### config.mk
export PLATFORM = sky130hd
export DESIGN_NAME = instruction_fetch_unit_flat
export DESIGN_NICKNAME = d
export VERILOG_FILES = /design/src/rtl/instruction_fetch_unit_if.sv /design/src/rtl/instruction_fetch_unit.sv /design/src/flat_wrapper.sv
export SDC_FILE = /design/constraint.sdc
export NUM_CORES = 1
export LEC_CHECK = 0
export CORE_MARGIN = 8
export CORE_UTILIZATION = 35
export DETAILED_ROUTE_END_ITERATION = 10
export PLACE_DENSITY = 0.72
export SYNTH_ARGS = -nofsm -noshare
export SYNTH_HDL_FRONTEND = slang
export SYNTH_SLANG_ARGS = --single-unit
export TNS_END_PERCENT = 1
### constraint.sdc
create_clock -name CLK -period 12.1 [get_ports CLK]
set_input_delay 3.025 -clock CLK [delete_from_list [all_inputs] [get_ports CLK]]
set_output_delay 3.025 -clock CLK [all_outputs]
set_load 0.02 [all_outputs]
### src/rtl/instruction_fetch_unit_if.sv
// Instruction-cache port of the fetch unit: read request/address out, word/busywait back.
// The master modport is the fetch unit, the slave modport is the instruction cache.
interface instruction_fetch_unit_if;
    logic        imem_read;
    logic [31:0] imem_address;
    logic [31:0] imem_readdata;
    logic        imem_busywait;

    modport master (
        output imem_read,
        output imem_address,
        input  imem_readdata,
        input  imem_busywait
    );

    modport slave (
        input  imem_read,
        input  imem_address,
        output imem_readdata,
        output imem_busywait
    );
endinterface

### src/rtl/instruction_fetch_unit.sv
// Pipeline fetch stage: PC register, cache read request and branch redirect FSM.
// Define IF_MISALIGN_CHECK_EN to add the sticky misalign_fault output and align redirect targets.
module instruction_fetch_unit (
    input  logic                             CLK,
    input  logic                             reset,
    input  logic                             stall,
    input  logic                             branch_taken,
    input  logic [31:0]                      branch_target,
    instruction_fetch_unit_if.master         imem,
    output logic [31:0]                      OUT_pc,
    output logic [31:0]                      OUT_pc_plus_4,
    output logic [31:0]                      OUT_instruction,
    output logic                             busywait
`ifdef IF_MISALIGN_CHECK_EN
    ,
    output logic                             misalign_fault
`endif
);

    localparam logic [31:0] NOP = 32'h0000_0013;

    typedef enum logic [1:0] {
        S_IDLE,
        S_FETCH,
        S_REDIRECT
    } state_t;

    state_t      state;
    logic        read_q;
    logic [31:0] pc;
    logic [31:0] redirect_pc;
    logic [31:0] target_eff;

`ifdef IF_MISALIGN_CHECK_EN
    logic fault_q;

    assign target_eff     = {branch_target[31:2], 2'b00};
    assign misalign_fault = fault_q;

    always_ff @(posedge CLK) begin
        if (reset)
            fault_q <= 1'b0;
        else if (state == S_FETCH && branch_taken && (branch_target[1:0] != 2'b00))
            fault_q <= 1'b1;
    end
`else
    assign target_eff = branch_target;
`endif

    // NOTE: sequential state uses non-blocking assignments so every flop samples pre-edge values.
    always_ff @(posedge CLK) begin
        if (reset) begin
            state       <= S_IDLE;
            read_q      <= 1'b0;
            pc          <= '0;
            redirect_pc <= '0;
        end else begin
            case (state)
                S_IDLE: begin
                    state  <= S_FETCH;
                    read_q <= 1'b1;
                end
                S_FETCH: begin
                    if (branch_taken) begin
                        // A redirect during a miss is parked until the cache releases the old fetch.
                        if (imem.imem_busywait) begin
                            redirect_pc <= target_eff;
                            state       <= S_REDIRECT;
                        end else begin
                            pc <= target_eff;
                        end
                    end else if (!imem.imem_busywait && !stall) begin
                        pc <= pc + 32'd4;
                    end
                end
                S_REDIRECT: begin
                    if (!imem.imem_busywait) begin
                        pc    <= redirect_pc;
                        state <= S_FETCH;
                    end
                end
                default: begin
                    state  <= S_IDLE;
                    read_q <= 1'b0;
                end
            endcase
        end
    end

    // Reset gates the outputs directly so they are defined even before the first reset edge.
    assign OUT_pc            = reset ? 32'd0 : pc;
    assign OUT_pc_plus_4     = OUT_pc + 32'd4;
    assign imem.imem_address = OUT_pc;
    assign imem.imem_read    = read_q && !reset;
    assign busywait          = !reset && (state != S_IDLE) && imem.imem_busywait;

    // NOTE: the default assignment first keeps this always_comb from inferring a latch.
    always_comb begin
        OUT_instruction = imem.imem_readdata;
        if (reset || state == S_IDLE || state == S_REDIRECT ||
            (state == S_FETCH && branch_taken))
            OUT_instruction = NOP;
    end

endmodule

### src/flat_wrapper.sv
// flat-port wrapper written by rule: the top's interface ports become plain ports
module instruction_fetch_unit_flat 
  (CLK, reset, stall, branch_taken, branch_target, OUT_pc, OUT_pc_plus_4, OUT_instruction, busywait, imem_imem_read, imem_imem_address, imem_imem_readdata, imem_imem_busywait);
  instruction_fetch_unit_if imem_i ();
  input  logic CLK;
  input  logic reset;
  input  logic stall;
  input  logic branch_taken;
  input  logic [31:0] branch_target;
  output logic [31:0] OUT_pc;
  output logic [31:0] OUT_pc_plus_4;
  output logic [31:0] OUT_instruction;
  output logic busywait;
  output wire logic [$bits(imem_i.imem_read)-1:0] imem_imem_read;
  output wire logic [$bits(imem_i.imem_address)-1:0] imem_imem_address;
  input wire logic [$bits(imem_i.imem_readdata)-1:0] imem_imem_readdata;
  input wire logic [$bits(imem_i.imem_busywait)-1:0] imem_imem_busywait;
  assign imem_imem_read = imem_i.imem_read;
  assign imem_imem_address = imem_i.imem_address;
  assign imem_i.imem_readdata = imem_imem_readdata;
  assign imem_i.imem_busywait = imem_imem_busywait;
  instruction_fetch_unit u_core (.CLK(CLK), .reset(reset), .stall(stall), .branch_taken(branch_taken), .branch_target(branch_target), .imem(imem_i), .OUT_pc(OUT_pc), .OUT_pc_plus_4(OUT_pc_plus_4), .OUT_instruction(OUT_instruction), .busywait(busywait));
endmodule
==> impl_results.md, run 1 <==
- Status: finished, final reports clean
- CTS tree: built
- Fillcell total: 1410
- GPL Wtd Cong: 0.895
- HP Class: reg2reg
- Synth Flop Type: dfxtp_1
- Remaining DRCs: 0
- Die boundary height: 137 um
- Routed WL: 17.9 mm
- EDFF count, synth: 0
- CP max-delay cell: clkdlybuf4s50_1
- Clock buffer count from CTS: 9
- PostCTS Resize Cnt: 0
- Syn Inst Count: 712
- Post-CTS setup buffer count: 0
- Post-Layout Cell Count: 1023
- Clock Sink Count: 67
- Nets: 908
- Hold path start: u_core.redirect_pc[13]$_SDFFE_PP0P_
- WHS: 0.448 ns
- #FFs+latches synth: 67
- Switching part of the total: 0.355
- Max Clock Skew: 0.00688 ns
- Pint: 495 uW
- Max-cap violations: 0
- Worst-Skew Late Latency: 0.33 ns
- H-tree Lvls: 3
- Die X: 137 um
- Mapped Area: 5090 sq um
- Final core occ: 0.495
- CP delay by family, top: simple AND/OR/NAND/NOR gates
- Routed length per instance: 17.5 um
- CP Class: in2out
- Seq/Total Area, Yosys: 0.264
- Post-detail-place hpwl: 13.6 mm
- Number of global-route vias before repair: 4865
- Logic gate share of total power: 0.322
- WP buf/inv: 4
- Maximum fanout along the worst path: 58
- Sequential Power Share: 0.360
- Synthesis Warnings: 0
- RSZ-0062 raised after global routing: no
- Hold_buf cts: 0
- FF-to-FF Start: u_core.state[1]$_SDFFE_PP0P_
- Static Leak: 2.47 nW
- Peak supply drop: 0.0861 mV
- Startpoint type of the worst setup path: input pin
- Deepest clock path buffer count: 2
- Most common cell after layout, fill and taps aside: clkdlybuf4s50_1
- Clock share of power: 0.318
- TNS Setup: 0 ns
- Final hold violation count: 0
- Largest net degree at the start of global routing: 75
- Max Fclk: 112 MHz
- Initial antenna violation count: 0
- Post-route cell area: 7120 sq um
- Grt ovf: 0
- Worst-Margin Slew: 0.889 ns
- DR pass1 iterations: 5
- Syn nets: 786
- Distinct cells, synth: 64
- Num ports: 199
- Slew HR: 0.405
- CP most frequent cell: inv_1
- Layout cell share with drive strength beyond 1: 0.0572
- Crit path required time: 9.07 ns
- Die area: 18700 sq um
- Final setup fails: 0
- Clock Root Buffer: clkbuf_16
- Worst-path cell chain: buf_4 -> nand2b_1 -> inv_1 -> ha_1 -> inv_1 -> or4_4 -> nor4_4 -> nand4_1 -> xnor2_1 -> clkdlybuf4s50_1
- Worst-path clk slew: 0.05 ns
- Placement row count: 44
- Power density over the cells: 108 nW/um^2
- Core Area: 14400 sq um
- Pre-CTS setup slack: 3.07 ns
- Most frequent cells in the layout: clkdlybuf4s50_1 (197), nand2_1 (119), dfxtp_1 (67), a21oi_1 (63), nor2_1 (61)
- Setup crit end kind: output pin
- Worst path max stage delay: 0.63 ns
- Starting Density: 0.354
- Max-slew violations: 0
- Sw power: 273 uW
- DRT iter0 DRCs: 583
- Final worst slack: 3.14 ns
- Async SR Flop Fraction: 0
- Vias per cell: 5.25
- Synth Area per Inst: 7.15 sq um
- I/O Buffers: 198
- Final period util: 0.741
- First-pass GRT wire length: 27.4 mm
- Antenna-violating nets left: 0
- Area growth from synthesis to layout: 39.8%
- Routed vias: 5369
- Post-DP Area: 6840 sq um
- Fin crit period: 8.96 ns
- # diodes: 0
- Worst EP arrival: 5.94 ns
- Placed Instances: 1007
- CP startpoint: reset
- Pwr Total: 768 uW
- GRT Overall Usage: 0.181
Yosys cell counts (3+ instances only):
master,number,area (sq um)
a211oi_1,12,90.1
a21o_1,3,22.5
a21oi_1,63,315
a221oi_1,5,43.8
a41oi_1,4,35.0
and2_1,31,194
and3_1,4,25.0
and4_1,5,43.8
buf_1,6,22.5
buf_2,8,40.0
buf_4,38,285
clkbuf_1,40,150
dfxtp_1,67,1340
ha_1,5,62.6
inv_1,16,60.1
mux2_2,8,90.1
mux2i_1,13,130
nand2_1,119,447
nand2b_1,10,62.6
nand3_1,23,115
nand4_1,16,100
nor2_1,61,229
nor2b_1,33,206
nor3_1,7,35.0
nor4_1,4,25.0
nor4_4,3,63.8
o21ai_0,29,145
o22ai_1,3,18.8
o31a_1,3,26.3
o32ai_1,5,43.8
or3_1,3,18.8
xnor2_1,10,87.6
xor2_1,16,140
routing by layer:
| layer | global-route usage | routed length (um) |
|---|---|---|
| met1 | 0.247 | 7660 |
| met2 | 0.282 | 8190 |
| met3 | 0.0444 | 1850 |
| met4 | 0.0415 | 176 |
| met5 | 0 | 0 |
final timing paths:
kind              slack (ns)                                   to  cells after the start
hold reg to reg         0.45  u_core.redirect_pc[13]$_SDFFE_PP0P_                      2
hold / removal          0.45  u_core.redirect_pc[13]$_SDFFE_PP0P_                      2
setup / recovery        3.14                    OUT_pc_plus_4[30]                     10
setup reg to reg        9.53           u_core.pc[18]$_SDFFE_PP0P_                      7
state kept, by name (all words and copies together), names as in the netlist:
name / count
u_core.pc: 32
u_core.redirect_pc: 32
u_core.state: 2
u_core.read_q: 1
logic make-up after synthesis:
kind of cell	share of synthesized area
AOI/OAI and AO/OA	0.177
buffers and inverters	0.114
adders and majority gates	0.0123
and+or+nand+nor	0.343
muxes	0.0455
xor gates and xnor gates	0.0447
DFF	0.264
tightest hold or removal path: cells and delay by family (launching register included):
family / cells / cell delay [ns]
AO/OA/AOI/OAI: 1 / 0.05
flip-flops: 1 / 0.30
AND/OR/NAND/NOR: 1 / 0.05
area by class of cell:
class	count	area, sq um	share of cell area
repair buffers	205	2030	0.286
well taps	184	230	0.0323
clock buffers	9	225	0.0316
clock inverters	7	52.6	0.00738
flip-flops and latches	67	1340	0.188
multi-input cells	535	3180	0.446
inverters	16	60.1	0.00844
power by group through the flow:
stage	Sequential, mW	Combinational, mW	Clock (mW)
after floorplan	0.255	0.170	0
after global placement	0.279	0.246	0
after detailed placement	0.279	0.247	0
after CTS	0.274	0.248	0.245
after global routing	0.278	0.266	0.257
final	0.276	0.248	0.244
(Power assumes the default switching activity.)
==> inputs of run 2 (changes only) <==
clock period = 8.7 ns   (was 12.1 ns; I/O delays follow)
==> impl_results.md, run 2 (synthesis results as in run 1) <==
- I/O Buffers: 198 (unchanged)
- Final worst slack: 1.43 ns (-1.71 ns)
- Largest net degree at the start of global routing: 75 (unchanged)
- PostCTS Resize Cnt: 0 (unchanged)
- Routed vias: 5437 (+1.3%)
- Initial antenna violation count: 0 (unchanged)
- CTS tree: built
- Post-Layout Cell Count: 1022 (-0.098%)
- CP startpoint: reset
- Die area: 18700 sq um (unchanged)
- Max-slew violations: 0 (unchanged)
- DRT iter0 DRCs: 646 (+11%)
- Die boundary height: 137 um (unchanged)
- Hold_buf cts: 0 (unchanged)
- Antenna-violating nets left: 0 (unchanged)
- Worst-Skew Late Latency: 0.34 ns (about the same)
- CP Class: in2out
- Status: finished, final reports clean
- Fillcell total: 1401 (-0.64%)
- TNS Setup: 0 ns (unchanged)
- Power density over the cells: 150 nW/um^2 (+39%)
- Final setup fails: 0 (unchanged)
- Routed length per instance: 17.6 um (+0.84%)
- Grt ovf: 0 (unchanged)
- Layout cell share with drive strength beyond 1: 0.0561 (-0.00113)
- Peak supply drop: 0.0765 mV (-11%)
- FF-to-FF Start: u_core.state[1]$_SDFFE_PP0P_
- Pre-CTS setup slack: 1.38 ns (-1.69 ns)
- Max Clock Skew: 0.00788 ns (+0.000998 ns)
- Nets: 908 (unchanged)
- Clock Root Buffer: clkbuf_16
- DR pass1 iterations: 5 (unchanged)
- Worst-path clk slew: 0.05 ns (about the same)
- Reg2reg setup slack: 6.11 ns (-3.42 ns)
- Worst EP arrival: 5.10 ns (-0.84 ns)
- Post-detail-place hpwl: 13.5 mm (-0.53%)
- Setup crit end kind: output pin
- Clock Sink Count: 67 (unchanged)
- Post-CTS setup buffer count: 0 (unchanged)
- Static Leak: 2.48 nW (about the same)
- Post-DP Area: 6840 sq um (unchanged)
- Area growth from synthesis to layout: 39.8% (about the same)
- RSZ-0062 raised after global routing: no
- Remaining DRCs: 0 (unchanged)
- Core Area: 14400 sq um (unchanged)
- Worst R2R End: u_core.pc[7]$_SDFFE_PP0P_
- First-pass GRT wire length: 27.1 mm (-0.76%)
- Most frequent cells in the layout: clkdlybuf4s50_1 (197), nand2_1 (119), dfxtp_1 (67), a21oi_1 (63), nor2_1 (61)
- Fin crit period: 7.27 ns
- Vias per cell: 5.32 (+1.4%)
- Number of global-route vias before repair: 4875 (+0.21%)
- Placed Instances: 1007 (unchanged)
- Placement row count: 44 (unchanged)
- Max-cap violations: 0 (unchanged)
- GPL Wtd Cong: 0.878 (-1.9%)
- R2r worst-path depth: 8 (+1)
- Most common cell after layout, fill and taps aside: clkdlybuf4s50_1
- HP Class: reg2reg
- Post-route cell area: 7120 sq um (about the same)
- GRT Overall Usage: 0.183 (+0.00123)
- Max Fclk: 137 MHz
- Deepest clock path buffer count: 2 (unchanged)
- Final period util: 0.836
- Starting Density: 0.354 (unchanged)
- Num ports: 199 (unchanged)
- Startpoint type of the worst setup path: input pin
- H-tree Lvls: 3 (unchanged)
- Slew HR: 0.410 (+0.00536)
- Final hold violation count: 0 (unchanged)
- # diodes: 0 (unchanged)
- Worst Setup EP: OUT_pc_plus_4[30]
- Die X: 137 um (unchanged)
- Crit path required time: 6.53 ns (-2.54 ns)
- Biggest regs: u_core.pc x32, u_core.redirect_pc x32, u_core.state x2
- Worst-Margin Slew: 0.881 ns (-0.00801 ns)
- Routed WL: 18.0 mm (+0.74%)
- Maximum fanout along the worst path: 49 (-16%)
- Clock buffer count from CTS: 9 (unchanged)
[run 2: worst max-delay path, cell delays in order]
cell and delay [ns]:
buf_4 0.26, nand2b_1 0.24, inv_1 0.12, ha_1 0.28, inv_1 0.10, or4_4 0.61, nor4_4 0.34, nand4_1 0.16
xnor2_1 0.17, clkdlybuf4s50_1 0.62
[run 2: routing by layer]
layer  track usage  up-vias  routed length, um
met1         0.249     2486               7660
met4        0.0598        0                286
met3        0.0393       23               1810
li1              -     2662                  -
met2         0.279      266               8260
met5             0        -                  0
[run 2: worst min path at each step]
stage / from / end / slack, ns / cells past startpoint
after floorplan: u_core.redirect_pc[10]$_SDFFE_PP0P_ / u_core.redirect_pc[10]$_SDFFE_PP0P_ / 0.43 / 2
after global placement: u_core.redirect_pc[10]$_SDFFE_PP0P_ / u_core.redirect_pc[10]$_SDFFE_PP0P_ / 0.44 / 2
after detailed placement: u_core.redirect_pc[24]$_SDFFE_PP0P_ / u_core.redirect_pc[24]$_SDFFE_PP0P_ / 0.44 / 2
after CTS: u_core.redirect_pc[24]$_SDFFE_PP0P_ / u_core.redirect_pc[24]$_SDFFE_PP0P_ / 0.45 / 2
after global routing: u_core.redirect_pc[7]$_SDFFE_PP0P_ / u_core.redirect_pc[7]$_SDFFE_PP0P_ / 0.47 / 2
final: u_core.redirect_pc[10]$_SDFFE_PP0P_ / u_core.redirect_pc[10]$_SDFFE_PP0P_ / 0.45 / 2
[run 2: final cells by class]
class | count | area (sq um) | area share
clock buffers | 11 | 253 | 0.0355
clock inverters | 4 | 26.3 | 0.00369
inverters | 16 | 60.1 | 0.00844
multi-input cells | 535 | 3180 | 0.446
flip-flops and latches | 67 | 1340 | 0.188
well taps | 184 | 230 | 0.0323
repair buffers | 205 | 2030 | 0.285
[run 2: where the power goes]
group	leakage, nW	internal (mW)	switching [mW]
Sequential	0.546	0.334	0.0493
Clock	0.137	0.206	0.137
Combinational	1.79	0.160	0.184
Total	2.48	0.700	0.371
[run 2: metrics by stage]
stage / hold slack (ns) / total power, mW / util
final: 0.448 / 1.07 / 0.495
after global routing: 0.469 / 1.12 / 0.495
after CTS: 0.448 / 1.07 / 0.495
after detailed placement: 0.441 / 0.732 / 0.476
after global placement: 0.438 / 0.728 / 0.476
after floorplan: 0.431 / 0.591 / -
==> inputs of run 3 (changes only) <==
PLACE_DENSITY = 0.74   (was 0.72)
clock period = 6.5 ns   (was 8.7 ns; I/O delays follow)
==> impl_results.md, run 3 (synthesis results as in run 1) <==
- Status: finished, final reports clean
- R2r worst-path depth: 8 (unchanged)
- Max Fclk: 167 MHz
- Most frequent cells in the layout: clkdlybuf4s50_1 (197), nand2_1 (119), dfxtp_1 (67), a21oi_1 (63), nor2_1 (61)
- GPL Wtd Cong: 0.858 (-2.2%)
- Worst-Skew Late Latency: 0.33 ns (about the same)
- Pwr Total: 1.42 mW (+33%)
- Worst hold stages: 2 (unchanged)
- Remaining DRCs: 0 (unchanged)
- Clock Sink Count: 67 (unchanged)
- DR pass1 iterations: 7 (+2)
- Antenna-violating nets left: 0 (unchanged)
- Final hold violation count: 0 (unchanged)
- Routed length per instance: 17.5 um (-0.90%)
- Core Area: 14400 sq um (unchanged)
- Nets: 911 (+0.33%)
- Placed Instances: 1010 (+0.30%)
- Post-detail-place hpwl: 13.6 mm (+0.55%)
- Grt ovf: 0 (unchanged)
- Num ports: 199 (unchanged)
- Fin crit period: 5.98 ns
- Setup crit end kind: output pin
- WHS: 0.449 ns (+0.000624 ns)
- GRT Overall Usage: 0.185 (+0.00186)
- Slew HR: 0.475 (+0.0642)
- Hold path start: u_core.redirect_pc[13]$_SDFFE_PP0P_
- H-tree Lvls: 3 (unchanged)
- Maximum fanout along the worst path: 5 (-90%)
- CP Class: in2out
- CP most frequent cell: inv_1
- Worst-path clk slew: 0.05 ns (about the same)
- Min-Delay Endpoint: u_core.redirect_pc[13]$_SDFFE_PP0P_
- FF-to-FF Start: u_core.state[1]$_SDFFE_PP0P_
- RSZ-0062 raised after global routing: no
- Die boundary height: 137 um (unchanged)
- Power density over the cells: 199 nW/um^2 (+32%)
- First-pass GRT wire length: 27.7 mm (+1.9%)
- Max-slew violations: 0 (unchanged)
- Vias per cell: 5.25 (-1.3%)
- Clock Root Buffer: clkbuf_16
- Peak supply drop: 0.107 mV (+40%)
- Final period util: 0.920
- Max Clock Skew: 0.00682 ns (-0.00105 ns)
- CTS tree: built
- Die X: 137 um (unchanged)
- Worst EP arrival: 4.36 ns (-0.74 ns)
- # diodes: 0 (unchanged)
- Crit path required time: 4.88 ns (-1.65 ns)
- CP max-delay cell: clkdlybuf4s50_1
- Die area: 18700 sq um (unchanged)
- Layout cell share with drive strength beyond 1: 0.0571 (+0.00106)
- Most common cell after layout, fill and taps aside: clkdlybuf4s50_1
- Hold_buf cts: 0 (unchanged)
- Final core occ: 0.496 (+0.000871)
- Static Leak: 2.48 nW (+0.33%)
- Worst-Margin Slew: 0.785 ns (-0.0960 ns)
- Routed vias: 5376 (-1.1%)
- Initial antenna violation count: 0 (unchanged)
- Placement row count: 44 (unchanged)
- Final setup fails: 0 (unchanged)
- I/O Buffers: 198 (unchanged)
- Worst-path cell chain: buf_4 -> nand2b_1 -> inv_1 -> ha_1 -> inv_1 -> or4_4 -> nor4_4 -> nand4_1 -> xnor2_1 -> clkdlybuf4s50_1
- Largest net degree at the start of global routing: 75 (unchanged)
- TNS Setup: 0 ns (unchanged)
- Area growth from synthesis to layout: 40.1%
- Worst R2R End: u_core.pc[7]$_SDFFE_PP0P_
- HP Class: reg2reg
- Deepest clock path buffer count: 2 (unchanged)
- Max-cap violations: 0 (unchanged)
- Number of global-route vias before repair: 4969 (+1.9%)
- Worst path max stage delay: 0.63 ns (about the same)
- Biggest regs: u_core.pc x32, u_core.redirect_pc x32, u_core.state x2
- Reg2reg setup slack: 3.96 ns (-2.15 ns)
- Routed WL: 17.9 mm (-0.71%)
- Post-Layout Cell Count: 1024 (+0.20%)
- Startpoint type of the worst setup path: input pin
- Starting Density: 0.354 (unchanged)
- DRT iter0 DRCs: 636 (-1.5%)
- Clock buffer count from CTS: 9 (unchanged)
- PostCTS Resize Cnt: 0 (unchanged)
- Post-CTS setup buffer count: 0 (unchanged)
-- run 3: cell types whose count changed in the layout (fill, tap and decap cells not counted), sizes merged --
cell and delta:
buf +3, clkinv -2, clkbuf +1
-- run 3: cell type report --
cell class	count	area, sq um
well taps	184	230
clock inverters	2	12.5
inverters	16	60.1
multi-input cells	535	3180
flip-flops and latches	67	1340
repair buffers	208	2050
clock buffers	12	256
fillers	1399	7240
-- run 3: power by group --
group          internal [mW]  switching [mW]
combinational          0.215           0.245
clock                  0.274           0.175
sequential             0.447          0.0639
total                  0.936           0.484
-- run 3: how the worst max path moves through the flow --
| stage | from | endpoint | slack (ns) | depth (start not counted) |
|---|---|---|---|---|
| CTS | reset | OUT_pc_plus_4[30] | 0.47 | 10 |
| global placement | reset | OUT_pc_plus_4[30] | 0.56 | 10 |
| global route | reset | OUT_pc_plus_4[30] | 0.30 | 10 |
| detailed placement | reset | OUT_pc_plus_4[30] | 0.46 | 10 |
| floorplan | reset | OUT_pc_plus_4[30] | 0.35 | 11 |
| finish | reset | OUT_pc_plus_4[30] | 0.52 | 10 |
-- run 3: critical path, delay by kind of cell --
kind | cells | cell delay [ns]
adder cells (fa/ha/maj) | 1 | 0.28
XOR/XNOR | 1 | 0.19
buffers and inverters | 4 | 0.97
AND/OR/NAND/NOR | 4 | 1.27
-- run 3: through the flow --
stage	setup WS, ns	area [sq um]
6_report	0.519	7130
5_1_grt	0.300	7130
4_1_cts	0.466	7130
3_5_place_dp	0.462	6860
3_3_place_gp	0.564	6860
2_1_floorplan	0.350	5090
-- run 3: metal layers --
layer	global-route usage	vias to the layer above	wire length (um)
met3	0.0437	23	1800
met2	0.287	230	8320
li1	-	2670	-
met4	0.0610	0	284
met5	0	-	0
met1	0.245	2453	7480
